===== src/rtl/gray_codec_pkg.sv =====
// gray_codec_pkg: width-generic Gray-code helpers shared by gray_codec and its step monitor.
// Each function works on a MAX_W-bit word. Callers zero-extend an N-bit value
// (N <= MAX_W) into the word, and read back the low N bits of the result.
package gray_codec_pkg;

  localparam int unsigned MAX_W = 64;

  typedef logic [MAX_W-1:0] word_t;

  // Binary to Gray. Zero upper bits leave the low N bits exact, so N = 1 is the identity.
  function automatic word_t bin2gray(input word_t bin);
    return bin ^ (bin >> 1);
  endfunction

  // Gray to binary: prefix XOR from the MSB down. Zero upper bits stay zero.
  function automatic word_t gray2bin(input word_t gray);
    word_t bin;
    bin = '0;
    bin[MAX_W-1] = gray[MAX_W-1];
    for (int i = MAX_W - 2; i >= 0; i--) begin
      bin[i] = bin[i+1] ^ gray[i];
    end
    return bin;
  endfunction

  // Number of set bits in the word.
  function automatic int unsigned popcount(input word_t x);
    int unsigned cnt;
    cnt = 0;
    for (int i = 0; i < MAX_W; i++) begin
      cnt = cnt + 32'(x[i]);
    end
    return cnt;
  endfunction

endpackage


===== src/rtl/gray_codec_step.sv =====
// gray_step_monitor: flags any encoder result that differs from the previous
// encoder result in more than one bit.
//   clk_i, rst_i : clock, asynchronous active-high reset
//   accept_i     : encoder accepts a new value this cycle
//   gray_i       : combinational Gray result being registered this cycle
//   step_err_o   : registered single-cycle pulse, aligned with the encoder output valid
module gray_step_monitor
  import gray_codec_pkg::*;
#(
  parameter int unsigned N = 4
) (
  input  logic         clk_i,
  input  logic         rst_i,
  input  logic         accept_i,
  input  logic [N-1:0] gray_i,
  output logic         step_err_o
);

  logic [N-1:0] prev_gray;
  logic         multi_bit_c;

  // Hamming distance between the new encoder result and the last one.
  always_comb begin
    multi_bit_c = popcount(word_t'(gray_i ^ prev_gray)) > 32'd1;
  end

  // prev_gray follows accepted results only. The error clears on any cycle without a bad accept.
  always_ff @(posedge clk_i or posedge rst_i) begin
    if (rst_i) begin
      prev_gray  <= '0;
      step_err_o <= 1'b0;
    end else begin
      step_err_o <= accept_i & multi_bit_c;
      if (accept_i) begin
        prev_gray <= gray_i;
      end
    end
  end

endmodule


===== src/rtl/gray_codec.sv =====
// gray_codec: registered binary<->Gray converter with independent encode and
// decode channels, each with a latency of 1 cycle, plus a multi-bit step monitor on the encoder.
//   clk_i, rst_i              : clock, asynchronous active-high reset
//   enc_valid_i / enc_bin_i   : encoder input qualifier / binary value
//   enc_valid_o / enc_gray_o  : encoder output qualifier / Gray result (held while idle)
//   dec_valid_i / dec_gray_i  : decoder input qualifier / Gray value
//   dec_valid_o / dec_bin_o   : decoder output qualifier / binary result (held while idle)
//   step_err_o                : pulse when an encoder result changes more than one bit
module gray_codec
  import gray_codec_pkg::*;
#(
  parameter int unsigned N = 4
) (
  input  logic         clk_i,
  input  logic         rst_i,
  input  logic         enc_valid_i,
  input  logic [N-1:0] enc_bin_i,
  output logic         enc_valid_o,
  output logic [N-1:0] enc_gray_o,
  input  logic         dec_valid_i,
  input  logic [N-1:0] dec_gray_i,
  output logic         dec_valid_o,
  output logic [N-1:0] dec_bin_o,
  output logic         step_err_o
);

  logic [N-1:0] enc_gray_c;
  logic [N-1:0] dec_bin_c;

  // Conversion datapaths. Zero-extend the input, then keep the low N bits.
  always_comb begin
    enc_gray_c = N'(bin2gray(word_t'(enc_bin_i)));
    dec_bin_c  = N'(gray2bin(word_t'(dec_gray_i)));
  end

  // Encoder channel. The data register holds its value when the input is not valid.
  always_ff @(posedge clk_i or posedge rst_i) begin
    if (rst_i) begin
      enc_valid_o <= 1'b0;
      enc_gray_o  <= '0;
    end else begin
      enc_valid_o <= enc_valid_i;
      if (enc_valid_i) begin
        enc_gray_o <= enc_gray_c;
      end
    end
  end

  // Decoder channel, fully independent of the encoder.
  always_ff @(posedge clk_i or posedge rst_i) begin
    if (rst_i) begin
      dec_valid_o <= 1'b0;
      dec_bin_o   <= '0;
    end else begin
      dec_valid_o <= dec_valid_i;
      if (dec_valid_i) begin
        dec_bin_o <= dec_bin_c;
      end
    end
  end

  gray_step_monitor #(
    .N (N)
  ) u_step (
    .clk_i      (clk_i),
    .rst_i      (rst_i),
    .accept_i   (enc_valid_i),
    .gray_i     (enc_gray_c),
    .step_err_o (step_err_o)
  );

endmodule


===== config.mk =====
export PLATFORM = sky130hd
export DESIGN_NAME = gray_codec
export DESIGN_NICKNAME = d
export VERILOG_FILES = /design/src/rtl/gray_codec_pkg.sv /design/src/rtl/gray_codec_step.sv /design/src/rtl/gray_codec.sv
export SDC_FILE = /design/constraint.sdc
export NUM_CORES = 1
export LEC_CHECK = 0
export BUFFER_PORTS_ARGS = -buffer_cell sky130_fd_sc_hd__buf_2
export CAP_MARGIN = 20
export CORE_AREA = 4 4 41 43
export CTS_CLUSTER_SIZE = 24
export DETAILED_ROUTE_END_ITERATION = 16
export DIE_AREA = 0 0 45 47
export HOLD_SLACK_MARGIN = 0.03
export PLACE_DENSITY_LB_ADDON = 0.1
export SLEW_MARGIN = 20
export SYNTH_ARGS = -nofsm -noshare
export SYNTH_HDL_FRONTEND = slang
export SYNTH_SLANG_ARGS = --single-unit

===== constraint.sdc =====
create_clock -name clk_i -period 2 [get_ports clk_i]
set_input_delay 0.1 -clock clk_i [delete_from_list [all_inputs] [get_ports clk_i]]
set_output_delay 0.1 -clock clk_i [all_outputs]
set_load 0.1 [all_outputs]

Word-level counts from Yosys, hierarchy flattened. Cells that the tools add are included.

Bits in registers: 11. Bits in latches: 0. Memory bits (writable): 0. Bits in read-only memories: 0. Logic and storage cells: 75. Memories kept: 0.

Add/sub/neg operators: 63. Multipliers: 0. Div/mod/pow operators: 0. Order comparisons: 1. Equal/unequal tests: 0. Shift-type cells: 0. Multiplexer cells: 0. Bitwise gates (word level): 6. Reduce and logical (&&, ||, !) cells: 0.

Operator list (count): $add 32x1->32 const B (60); $add 32x1->32 (2); $gt 32x1->1 const B (1); $xor 4x3->4 (1); $xor 4x4->4 (1); $xor 1x1->1 (3); $add 1x1->2 (1); $and 1x1->1 (1).

Depth between registers and ports, before layout. Gate-level depths: netlist of run 1.

Word-level depth: 67. Gate-level depth with buffers: 6. Mapped depth without buffers: 6.

Modules after synthesis. From an unflattened synthesis of run 1, not the netlist that was laid out.

Cell total of the unflattened synthesis: 46. Area total of the unflattened synthesis: 659.4 um^2.

Modules (own cells, without submodules): gray_codec (times used 1, cells an instance 28, area each 411.6 um^2, sequential area each 250.2 um^2); gray_step_monitor (times used 1, cells an instance 18, area each 247.7 um^2, sequential area each 125.1 um^2).

Worst setup path after synthesis of run 1. No wires, ideal clock.

Path kind: reg-to-reg. From: register u_step.prev_gray[0]. To: register u_step.step_err_o. Library setup time: 0.125 ns. Data arrival time: 1.935 ns. Required time: 1.875 ns. Path slack: -0.060 ns. Cell stages (with the launch flop): 6. Path buffers: 0. Period minus slack after synthesis: 2.060 ns. Cells stage by stage: dfrtp_1 > xnor2_1 > ha_1 > ha_1 > a211oi_1 > nor2b_1.

Longest elaborated chain between the ends: 66.

RTL lines: start, declared (line gray_codec_step.sv:19) `logic [N-1:0] prev_gray;`; start signal, assigned (line gray_codec_step.sv:35) `prev_gray <= gray_i;`; $xor 4x4->4 (line gray_codec_step.sv:24) `multi_bit_c = popcount(word_t'(gray_i ^ prev_gray)) > 32'd1;`; $add 1x1->2 (line gray_codec_pkg.sv:31) `cnt = cnt + 32'(x[i]);`; $add 32x1->32 (62 in series) (line gray_codec_pkg.sv:31); $gt 32x1->1 (line gray_codec_step.sv:24); $and 1x1->1 (line gray_codec_step.sv:33) `step_err_o <= accept_i & multi_bit_c;`; end signal, assigned (line gray_codec_step.sv:33); end, declared (line gray_codec_step.sv:16) `output logic step_err_o`.

Every way passes these cells. A chain may end at the register's enable or synchronous reset.

Worst setup path after layout of run 1. Same ends and word-level chain as after synthesis.

==> results of run 1 <==
==> area by class of cell <==
class	count	share of cell area, %
Timing Repair Buffer	24	19.1
Tap cell	15	2.76
Sequential cell	11	40.8
Clock buffer	4	3.86
Inverter	1	0.551
Multi-Input combinational cell	28	32.9
==> power groups by stage <==
stage	Clock, mW	Sequential [mW]	Combinational [mW]
floorplan	0	0.495	0.0831
global placement	0	0.273	0.367
detailed placement	0	0.274	0.367
CTS	0.154	0.269	0.371
global route	0.165	0.275	0.390
finish	0.146	0.269	0.366
==> layer usage <==
layer	track usage, %	part of all wire [%]	routed length (microns)	vias up
met5	0	0	0	-
li1	-	-	-	188
met2	13.8	49	410	11
met3	6.90	10	85	0
met1	12.3	41	346	155
met4	3.51	0	0	0
==> cell usage in the layout (no fill, tap or decap) <==
cell type      instances
a21oi_1                5
dlygate4sd3_1          2
dfrtp_2                2
inv_1                  1
dfrtp_1                9
buf_2                 22
nor2_1                 5
xnor2_1                9
clkbuf_1               1
xor2_1                 1
mux2_4                 1
a211oi_1               1
xnor2_2                1
clkbuf_4               3
mux2_2                 2
ha_1                   2
nor2b_1                1
==> worst max-delay path by stage <==
stage	endpoint	cells after the start
2_1_floorplan	u_step.step_err_o$_DFF_PP0_	5
3_3_place_gp	u_step.step_err_o$_DFF_PP0_	7
3_5_place_dp	u_step.step_err_o$_DFF_PP0_	7
4_1_cts	u_step.step_err_o$_DFF_PP0_	5
5_1_grt	u_step.step_err_o$_DFF_PP0_	5
6_report	u_step.step_err_o$_DFF_PP0_	5
==> critical path, delay by kind of cell, from the launching register on <==
kind	cells	cell delay, ns
XOR/XNOR	1	0.13
AND/OR/NAND/NOR	1	0.07
flip-flops	1	0.42
adder cells (fa/ha/maj)	2	0.58
AO/OA/AOI/OAI	1	0.19
==> registers in the layout (all words and copies together), names as in the netlist <==
| register | cells |
|---|---|
| u_step.prev_gray | 4 |
| dec_valid_o | 1 |
| u_step.step_err_o | 1 |
| dec_bin_o | 4 |
| enc_valid_o | 1 |
==> through the flow <==
stage | area, sq um | hold WS [ns]
6_report | 681 | 0.0449
5_1_grt | 681 | 0.0336
4_1_cts | 681 | 0.0350
3_5_place_dp | 634 | 0.112
3_3_place_gp | 634 | 0.108
2_1_floorplan | 509 | -0.0477
==> logic make-up after synthesis <==
group,after synthesis
multiplexers,3
XOR/XNOR,11
AND/OR/NAND/NOR,6
buffers and inverters,2
adder cells (fa/ha/maj),2
flip-flops,11
AO/OA/AOI/OAI,6
==> repair_timing <==
action / 4_1_cts / 5_1_grt
endpoints found under the setup margin: 0 / 0
hold buffers: 2 / 0
hold endpoints to repair: 12 / 0
resized for setup: 0 / 0
==> run_results.csv, run 1 <==
group,metric,value,unit
setup_path,critPathCaptureType,"flop",
power_and_ir_drop,seq_power_share,34.4,%
setup_path,critPathLaunch,"u_step.prev_gray[0]$_DFFE_PP0P_",
detailed_routing,ant_nets,0,
setup_path,critical_path.max_stage_delay,0.42,ns
synth,synth_compound_area_share,6.42,%
power_and_ir_drop,p_comb_share,46.9,%
grt,track_usage,10.0,%
final_layout,final_layout_size_suffix_gt1_share,45.6,%
sta,slew_violations,0,
cts,cts_setup_buffers,0,
synth,synth_nets,55,
floorplan,start_util,38.9,%
sta,finalSetupViolCount,0,
cts,clk-insertion-delay-late,0.26,ns
synth,synthDistinctLibCells,13,
detailed_routing,vias_per_cell,4.27,
sta,min_period,1.51,ns
floorplan,die_w,45,microns
setup_path,r2r-end,"u_step.step_err_o$_DFF_PP0_",
sta,setup_tns,0,ns
synth,syn_avg_cell_area,12.4,sq um
placed_design,dp_hpwl,696,microns
final_layout,final_util,52.3,%
sta,hold_violations,0,
floorplan,ios,23,
detailed_routing,via_count,354,
sta,timing.fmax,0.664,GHz
synth,synth_top_family_by_area,"XOR/XNOR gates",
setup_path,critPathKind,"reg -> reg",
cts,cts_inserted_buffers,3,
sta,fin_skew,0.00430,ns
synth,synth_mux_area_share,7.41,%
floorplan,core_area,1300,sq um
grt,grt_max_degree,12,
power_and_ir_drop,vdd_drop_max,483,uV
setup_path,ff2ff_setup_slack,0.49,ns
setup_path,worstPathArrival,1.66,ns
status,status,"completed",
synth,yosys.area_share.simple,4.94,%
setup_path,worstPathRequired,2.15,ns
synth,synth_edf_count,0,
cts,clk_pin_slew_worst_paths,0.07,ns
setup_path,crit_path_frequent_cell,"ha_1",
setup_path,crit_path_top_delay_cell,"dfrtp_2",
flow_run,cap_violations,0,
setup_path,r2r-start,"u_step.prev_gray[0]$_DFFE_PP0P_",
final_layout,n_antenna_cell,0,
placed_design,place_inst,77,
detailed_routing,wire_per_inst,10.1,microns
synth,synthArstFlopShare,100,%
synth,ys.flop_type,"dfrtp_1",
synth,yosysMostFrequentCell,"dfrtp_1",
synth,synth.yosys.seq_area_share,54.3,%
setup_path,worst_setup_path_start_kind,"flop",
placed_design,place_ws,0.478,ns
worst_hold_path,hp-start,"enc_valid_i",
cts,cts_tree,"done",
final_layout,fin_cells,83,
worst_hold_path,whs_endpoint,"enc_valid_o$_DFF_PP0_",
power_and_ir_drop,p_leak,0.322,nW
floorplan,dieArea,2120,sq um
detailed_routing,dr.pass1.iters,2,
synth,ys_ff_latch,11,
sta,post-route-period-util,75.3,%
synth,yosysTopAreaCell,"dfrtp_1",
synth,synthTopCellsByArea,"dfrtp_1 54%, xnor2_1 16%, a21oi_1 4.9%",
final_layout,multi_input_area,224,sq um
final_layout,regArea,278,sq um
detailed_routing,remaining_drc_errors,0,
detailed_routing,routed_wl,842,microns
setup_path,rr_worst_depth,5,
power_and_ir_drop,p_total,0.781,mW
synth,netlist_instances,41,
synth,yosys.area.top_type_share,54.3,%
sta,rsz0062_at_grt,"no",
detailed_routing,drt_iter0_drc,3,
power_and_ir_drop,sw_frac_of_total,47.2,%
cts,cts-root-buf,"clkbuf_4",
power_and_ir_drop,p_clk_share,18.7,%
worst_hold_path,holdPathStages,1,
worst_hold_path,hold_class,"in -> reg",
final_layout,final_nets,83,
floorplan,die_y,47,microns
floorplan,num_rows,13,
final_layout,nFillCells,127,
sta,fin_ws,0.495,ns
sta,slew_headroom,67.8,%
setup_path,crit_chain,"xnor2_1 > ha_1 > ha_1 > a211oi_1 > nor2b_1",
sta,tightest_slew,0.487,ns
synth,ys_top_cells_by_count,"11 x dfrtp_1, 9 x xnor2_1, 5 x a21oi_1, 5 x nor2_1",
synth,synthesis.area,507,sq um
final_layout,area_growth,34.3,%
grt,grt_overflow_total,0,
grt,grt_pass1_wl,1430,microns
synth,synth_fa_ha_area_share,4.94,%
placed_design,gp_congestion,0.655,
grt,antenna_found_initial,0,
power_and_ir_drop,switchingPower,0.369,mW
cts,h-tree-depth,1,
synth,synth_xor_area_share,20.5,%
cts,cts_buffer_depth,2,
power_and_ir_drop,p_int,0.412,mW
power_and_ir_drop,power_density,1150,nW/um^2
setup_path,critPathMaxFanout,3,
synth,yosysWarningCount,0,
grt,grt_pass1_vias,331,
cts,numClockSinks,11,
placed_design,io_buffers,22,
(Power assumes the default switching activity.)
==> run 2, diff against run 1 <==
clock period = 1.4 ns   (was 2 ns; I/O delays follow)
==> run_results.csv, run 2 (synthesized netlist as in run 1, its figures left out) <==
group,metric,value,unit
final_layout,final_nets,89,
setup_path,worstPathRequired,1.55,ns
floorplan,die_y,47,microns
final_layout,nFillCells,116,
setup_path,rr_worst_depth,5,
detailed_routing,wl_met1,433,microns
setup_path,critPathLaunch,"u_step.prev_gray[1]$_DFFE_PP0P_",
detailed_routing,wire_per_inst,11.8,microns
sta,fin_ws,-0.142,ns
sta,tightest_slew,0.493,ns
setup_path,critPathCaptureType,"flop",
sta,fin_skew,0.00164,ns
final_layout,biggestRegsByFlops,"dec_bin_o (4), u_step.prev_gray (4)",
floorplan,dieArea,2120,sq um
detailed_routing,dr.pass1.iters,2,
floorplan,core_area,1300,sq um
final_layout,regArea,284,sq um
cts,clk_pin_slew_worst_paths,0.06,ns
status,violations,"negative setup slack",
sta,slew_violations,0,
power_and_ir_drop,switchingPower,0.561,mW
floorplan,die_w,45,microns
worst_hold_path,hold_class,"in -> reg",
cts,cts_buffer_depth,2,
cts,h-tree-depth,1,
power_and_ir_drop,p_leak,0.363,nW
setup_path,ff2ff_setup_slack,-0.14,ns
setup_path,r2r-start,"u_step.prev_gray[1]$_DFFE_PP0P_",
final_layout,final_common_cell,"buf_2",
setup_path,worst_setup_path_start_kind,"flop",
cts,numClockSinks,11,
sta,rsz0062_at_grt,"yes",
floorplan,start_util,38.9,%
grt,grt_max_degree,12,
status,status,"finished with violations",
power_and_ir_drop,p_clk_share,17.3,%
grt,grt_overflow_total,0,
detailed_routing,route.met3.wl,116,microns
grt,grt_pass1_wl,1640,microns
floorplan,ios,23,
setup_path,r2r-end,"u_step.step_err_o$_DFF_PP0_",
sta,post-route-period-util,110,%
placed_design,place_ws,-0.146,ns
detailed_routing,top_layer_used,"met3",
final_layout,final_layout_size_suffix_gt1_share,55.4,%
final_layout,final_cell_mix,"22 x buf_2, 8 x dfrtp_1, 7 x xnor2_1",
final_layout,area_growth,51.4,%
detailed_routing,drt_iter0_drc,3,
grt,track_usage,11.5,%
cts,cts_tree,"done",
setup_path,crit_end,"u_step.step_err_o$_DFF_PP0_",
final_layout,n_antenna_cell,0,
power_and_ir_drop,p_comb_share,50.3,%
detailed_routing,vias_per_cell,4.36,
sta,holdWs,0.0848,ns
cts,clk-insertion-delay-late,0.26,ns
power_and_ir_drop,sw_frac_of_total,46.5,%
sta,finalSetupViolCount,1,
sta,slew_headroom,67.4,%
placed_design,gp_congestion,0.709,
sta,timing.fmax,0.649,GHz
detailed_routing,routed_wl,1050,microns
grt,antenna_found_initial,0,
sta,min_period,1.54,ns
power_and_ir_drop,vdd_drop_max,844,uV
sta,hold_violations,0,
setup_path,critPathKind,"reg -> reg",
detailed_routing,remaining_drc_errors,0,
setup_path,critPathMaxFanout,2,
detailed_routing,ant_nets,0,
floorplan,num_rows,13,
power_and_ir_drop,power_density,1570,nW/um^2
placed_design,io_buffers,22,
cts,cts-root-buf,"clkbuf_4",
detailed_routing,via_count,388,
power_and_ir_drop,seq_power_share,32.4,%
cts,cts_setup_buffers,0,
cts,cts_inserted_buffers,3,
detailed_routing,wl_met2,501,microns
grt,grt_pass1_vias,390,
flow_run,cap_violations,0,
setup_path,worstPathArrival,1.69,ns
power_and_ir_drop,p_int,0.646,mW
final_layout,multi_input_area,256,sq um
## run 2: changes by cell type in the layout (fill, tap and decap cells not counted)
cell and change:
xnor2_2 +2, dlygate4sd3_1 +1, dfrtp_1 -1, ha_1 -1
a211oi_1 -1, dfrtp_2 -1, buf_4 +5, a211oi_2 +1
dfrtp_4 +2, ha_4 +1, xnor2_1 -2
## run 2: critical path, stage by stage, from the launching register on
cell and delay (ns):
dfrtp_4 0.49, xnor2_2 0.13, ha_1 0.32, ha_4 0.22
a211oi_2 0.20, nor2b_1 0.06
## run 2: through the flow
step / instances / instance area (sq um) / util (%) / TNS (ns) / power, mW
final: 89 / 767 / 58.9 / -0.142 / 1.21
after global routing: 89 / 767 / 58.9 / -0.209 / 1.27
after CTS: 89 / 754 / 58.0 / -0.160 / 1.19
after detailed placement: 82 / 698 / 53.7 / -0.146 / 0.976
after global placement: 82 / 698 / 53.7 / -0.122 / 0.968
after floorplan: 41 / 536 / - / -0.295 / 0.858
## run 2: repair_timing
item                                   4_1_cts  5_1_grt
hold buffers                                 3        0
endpoints found under the hold margin       13        0
gates resized for setup                      0        1
setup endpoints to repair                    1        1
pin swaps                                    0        1
## run 2: layer usage
layer | vias up | global-route usage, %
met5 | - | 0
met4 | 0 | 1.75
met3 | 0 | 7.28
met2 | 16 | 19.2
met1 | 172 | 12.7
li1 | 200 | -
## run 2: worst min-delay path by stage
stage | startpoint | end | slack (ns) | cells after the start
floorplan | rst_i | dec_bin_o[0]$_DFFE_PP0P_ | -0.08 | 1
global placement | rst_i | dec_bin_o[1]$_DFFE_PP0P_ | 0.08 | 2
detailed placement | rst_i | enc_valid_o$_DFF_PP0_ | 0.08 | 2
CTS | dec_gray_i[3] | dec_bin_o[3]$_DFFE_PP0P_ | 0.08 | 2
global route | dec_gray_i[3] | dec_bin_o[3]$_DFFE_PP0P_ | 0.08 | 2
finish | dec_gray_i[3] | dec_bin_o[3]$_DFFE_PP0P_ | 0.08 | 2
## run 2: layout make-up
| class | instances | area share [%] |
|---|---|---|
| clock buffers | 4 | 3.43 |
| multi-input cells | 28 | 33.4 |
| inverters | 1 | 0.489 |
| flip-flops and latches | 11 | 37.0 |
| repair buffers | 30 | 23.2 |
| well taps | 15 | 2.45 |
## run 2: power by group through the flow
stage	Combinational, mW	Clock (mW)	Sequential (mW)
detailed placement	0.579	0	0.397
CTS	0.586	0.215	0.391
finish	0.607	0.208	0.391
global placement	0.573	0	0.394
global route	0.638	0.234	0.398
floorplan	0.144	0	0.714
==> run 3, diff against run 2 <==
CELL_PAD_IN_SITES_DETAIL_PLACEMENT = 1   (was not set)
CELL_PAD_IN_SITES_GLOBAL_PLACEMENT = 2   (was not set)
CORE_AREA = 4 4 50 52   (was 4 4 41 43)
DIE_AREA = 0 0 54 56   (was 0 0 45 47)
TNS_END_PERCENT = 5   (was not set)
==> run_results.csv, run 3 (synthesized netlist as in run 1, its figures left out) <==
group,metric,value,unit
setup_path,worstPathRequired,1.55,ns
final_layout,n_antenna_cell,0,
setup_path,worst_setup_path_start_kind,"flop",
floorplan,num_rows,17,
sta,min_period,1.50,ns
cts,cts_inserted_buffers,3,
sta,timing.fmax,0.665,GHz
grt,grt_max_degree,12,
setup_path,critPathMaxFanout,2,
placed_design,io_buffers,22,
setup_path,worst-path-buf-inv,0,
detailed_routing,dr.pass1.iters,2,
grt,grt_overflow_total,0,
cts,clk_pin_slew_worst_paths,0.07,ns
floorplan,ios,23,
setup_path,critPathKind,"reg -> reg",
sta,setup_tns,-0.105,ns
power_and_ir_drop,p_leak,0.363,nW
setup_path,rr_worst_depth,5,
sta,hold_violations,0,
sta,slew_headroom,67.7,%
setup_path,crit_path_top_delay_cell,"dfrtp_4",
cts,clk-insertion-delay-late,0.27,ns
setup_path,critPathLaunch,"u_step.prev_gray[0]$_DFFE_PP0P_",
detailed_routing,remaining_drc_errors,0,
detailed_routing,wire_per_inst,11.0,microns
sta,tightest_slew,0.488,ns
grt,grt_pass1_vias,438,
final_layout,final_layout_size_suffix_gt1_share,55.4,%
final_layout,area_growth,54.6,%
sta,fin_skew,0.00169,ns
detailed_routing,vias_per_cell,3.94,
final_layout,final_common_cell,"buf_2",
cts,cts_tree,"done",
final_layout,biggestRegsByFlops,"dec_bin_o (4), u_step.prev_gray (4)",
placed_design,gp_congestion,0.681,
cts,cts_setup_buffers,0,
setup_path,crit_end,"u_step.step_err_o$_DFF_PP0_",
flow_run,cap_violations,0,
placed_design,dp_hpwl,912,microns
status,violations,"negative setup slack",
power_and_ir_drop,p_total,1.21,mW
sta,fin_ws,-0.105,ns
floorplan,dieArea,3020,sq um
worst_hold_path,hold_class,"in -> reg",
cts,h-tree-depth,1,
power_and_ir_drop,vdd_drop_max,742,uV
detailed_routing,drt_iter0_drc,2,
setup_path,path_delay_family,"adder cells",
setup_path,critical_path.max_stage_delay,0.49,ns
setup_path,worst-path-stages,5,
power_and_ir_drop,power_density,1550,nW/um^2
cts,numClockSinks,11,
setup_path,critPathCaptureType,"flop",
setup_path,r2r-start,"u_step.prev_gray[0]$_DFFE_PP0P_",
setup_path,crit_chain,"xnor2_2 > ha_1 > ha_4 > a211oi_2 > nor2b_1",
floorplan,die_w,54,microns
status,status,"finished with violations",
placed_design,place_inst,95,
sta,slew_violations,0,
setup_path,worstPathArrival,1.66,ns
grt,track_usage,9.06,%
final_layout,final_cell_mix,"22 x buf_2, 8 x dfrtp_1, 7 x xnor2_1",
floorplan,die_y,56,microns
sta,finalSetupViolCount,1,
detailed_routing,via_count,402,
sta,post-route-period-util,107,%
setup_path,r2r-end,"u_step.step_err_o$_DFF_PP0_",
final_layout,fin_cells,102,
detailed_routing,ant_nets,0,
setup_path,ff2ff_setup_slack,-0.10,ns
grt,antenna_found_initial,0,
detailed_routing,routed_wl,1120,microns
sta,rsz0062_at_grt,"yes",
final_layout,final_nets,89,
floorplan,start_util,24.1,%
cts,cts_buffer_depth,2,
grt,grt_pass1_wl,1950,microns
sta,holdWs,0.0809,ns
cts,cts-root-buf,"clkbuf_4",
floorplan,core_area,2110,sq um
[run 3: cell counts in the layout (fill, tap and decap cells not counted)]
Identical to the previous run, type by type.
[run 3: cell type report]
cell class / instances / area [sq um]
multi-input combinational: 28 / 256
clock buffer: 4 / 26.3
sequential: 11 / 284
timing repair buffer: 30 / 178
inverter: 1 / 3.75
fill: 247 / 1320
tap: 28 / 35.0
[run 3: where the power goes]
group | internal [mW] | switching (mW)
clock | 0.110 | 0.101
combinational | 0.172 | 0.438
sequential | 0.365 | 0.0243
total | 0.648 | 0.564
[run 3: how the worst min path moves through the flow]
stage,startpoint,endpoint,slack (ns),depth (start not counted)
detailed placement,rst_i,dec_bin_o[3]$_DFFE_PP0P_,0.10,2
floorplan,rst_i,dec_bin_o[0]$_DFFE_PP0P_,-0.08,1
CTS,dec_gray_i[3],dec_bin_o[3]$_DFFE_PP0P_,0.08,2
finish,dec_gray_i[3],dec_bin_o[3]$_DFFE_PP0P_,0.08,2
global route,dec_gray_i[3],dec_bin_o[3]$_DFFE_PP0P_,0.07,2
global placement,rst_i,dec_bin_o[1]$_DFFE_PP0P_,0.10,2
[run 3: stage by stage]
stage                     utilization [%]  cell area (sq um)  worst slack, ns
after floorplan                         -                536           -0.295
after global placement               33.9                714           -0.134
after detailed placement             33.9                714           -0.152
after CTS                            37.2                783           -0.115
after global routing                 37.2                783           -0.151
final                                37.2                783           -0.105
[run 3: repair_timing]
action                                  in CTS  in global routing
pin swaps                                    1                  0
hold endpoints to repair                    13                  0
endpoints found under the setup margin       1                  1
hold buffers                                 3                  0
gates resized for setup                      1                  0
[run 3: layer usage]
| metal | track usage, % | up-vias | wire (microns) |
|---|---|---|---|
| met4 | 2.14 | 0 | 0 |
| met5 | 0 | - | 0 |
| li1 | - | 204 | - |
| met2 | 12.6 | 15 | 521 |
| met3 | 5.63 | 0 | 104 |
| met1 | 11.7 | 183 | 498 |
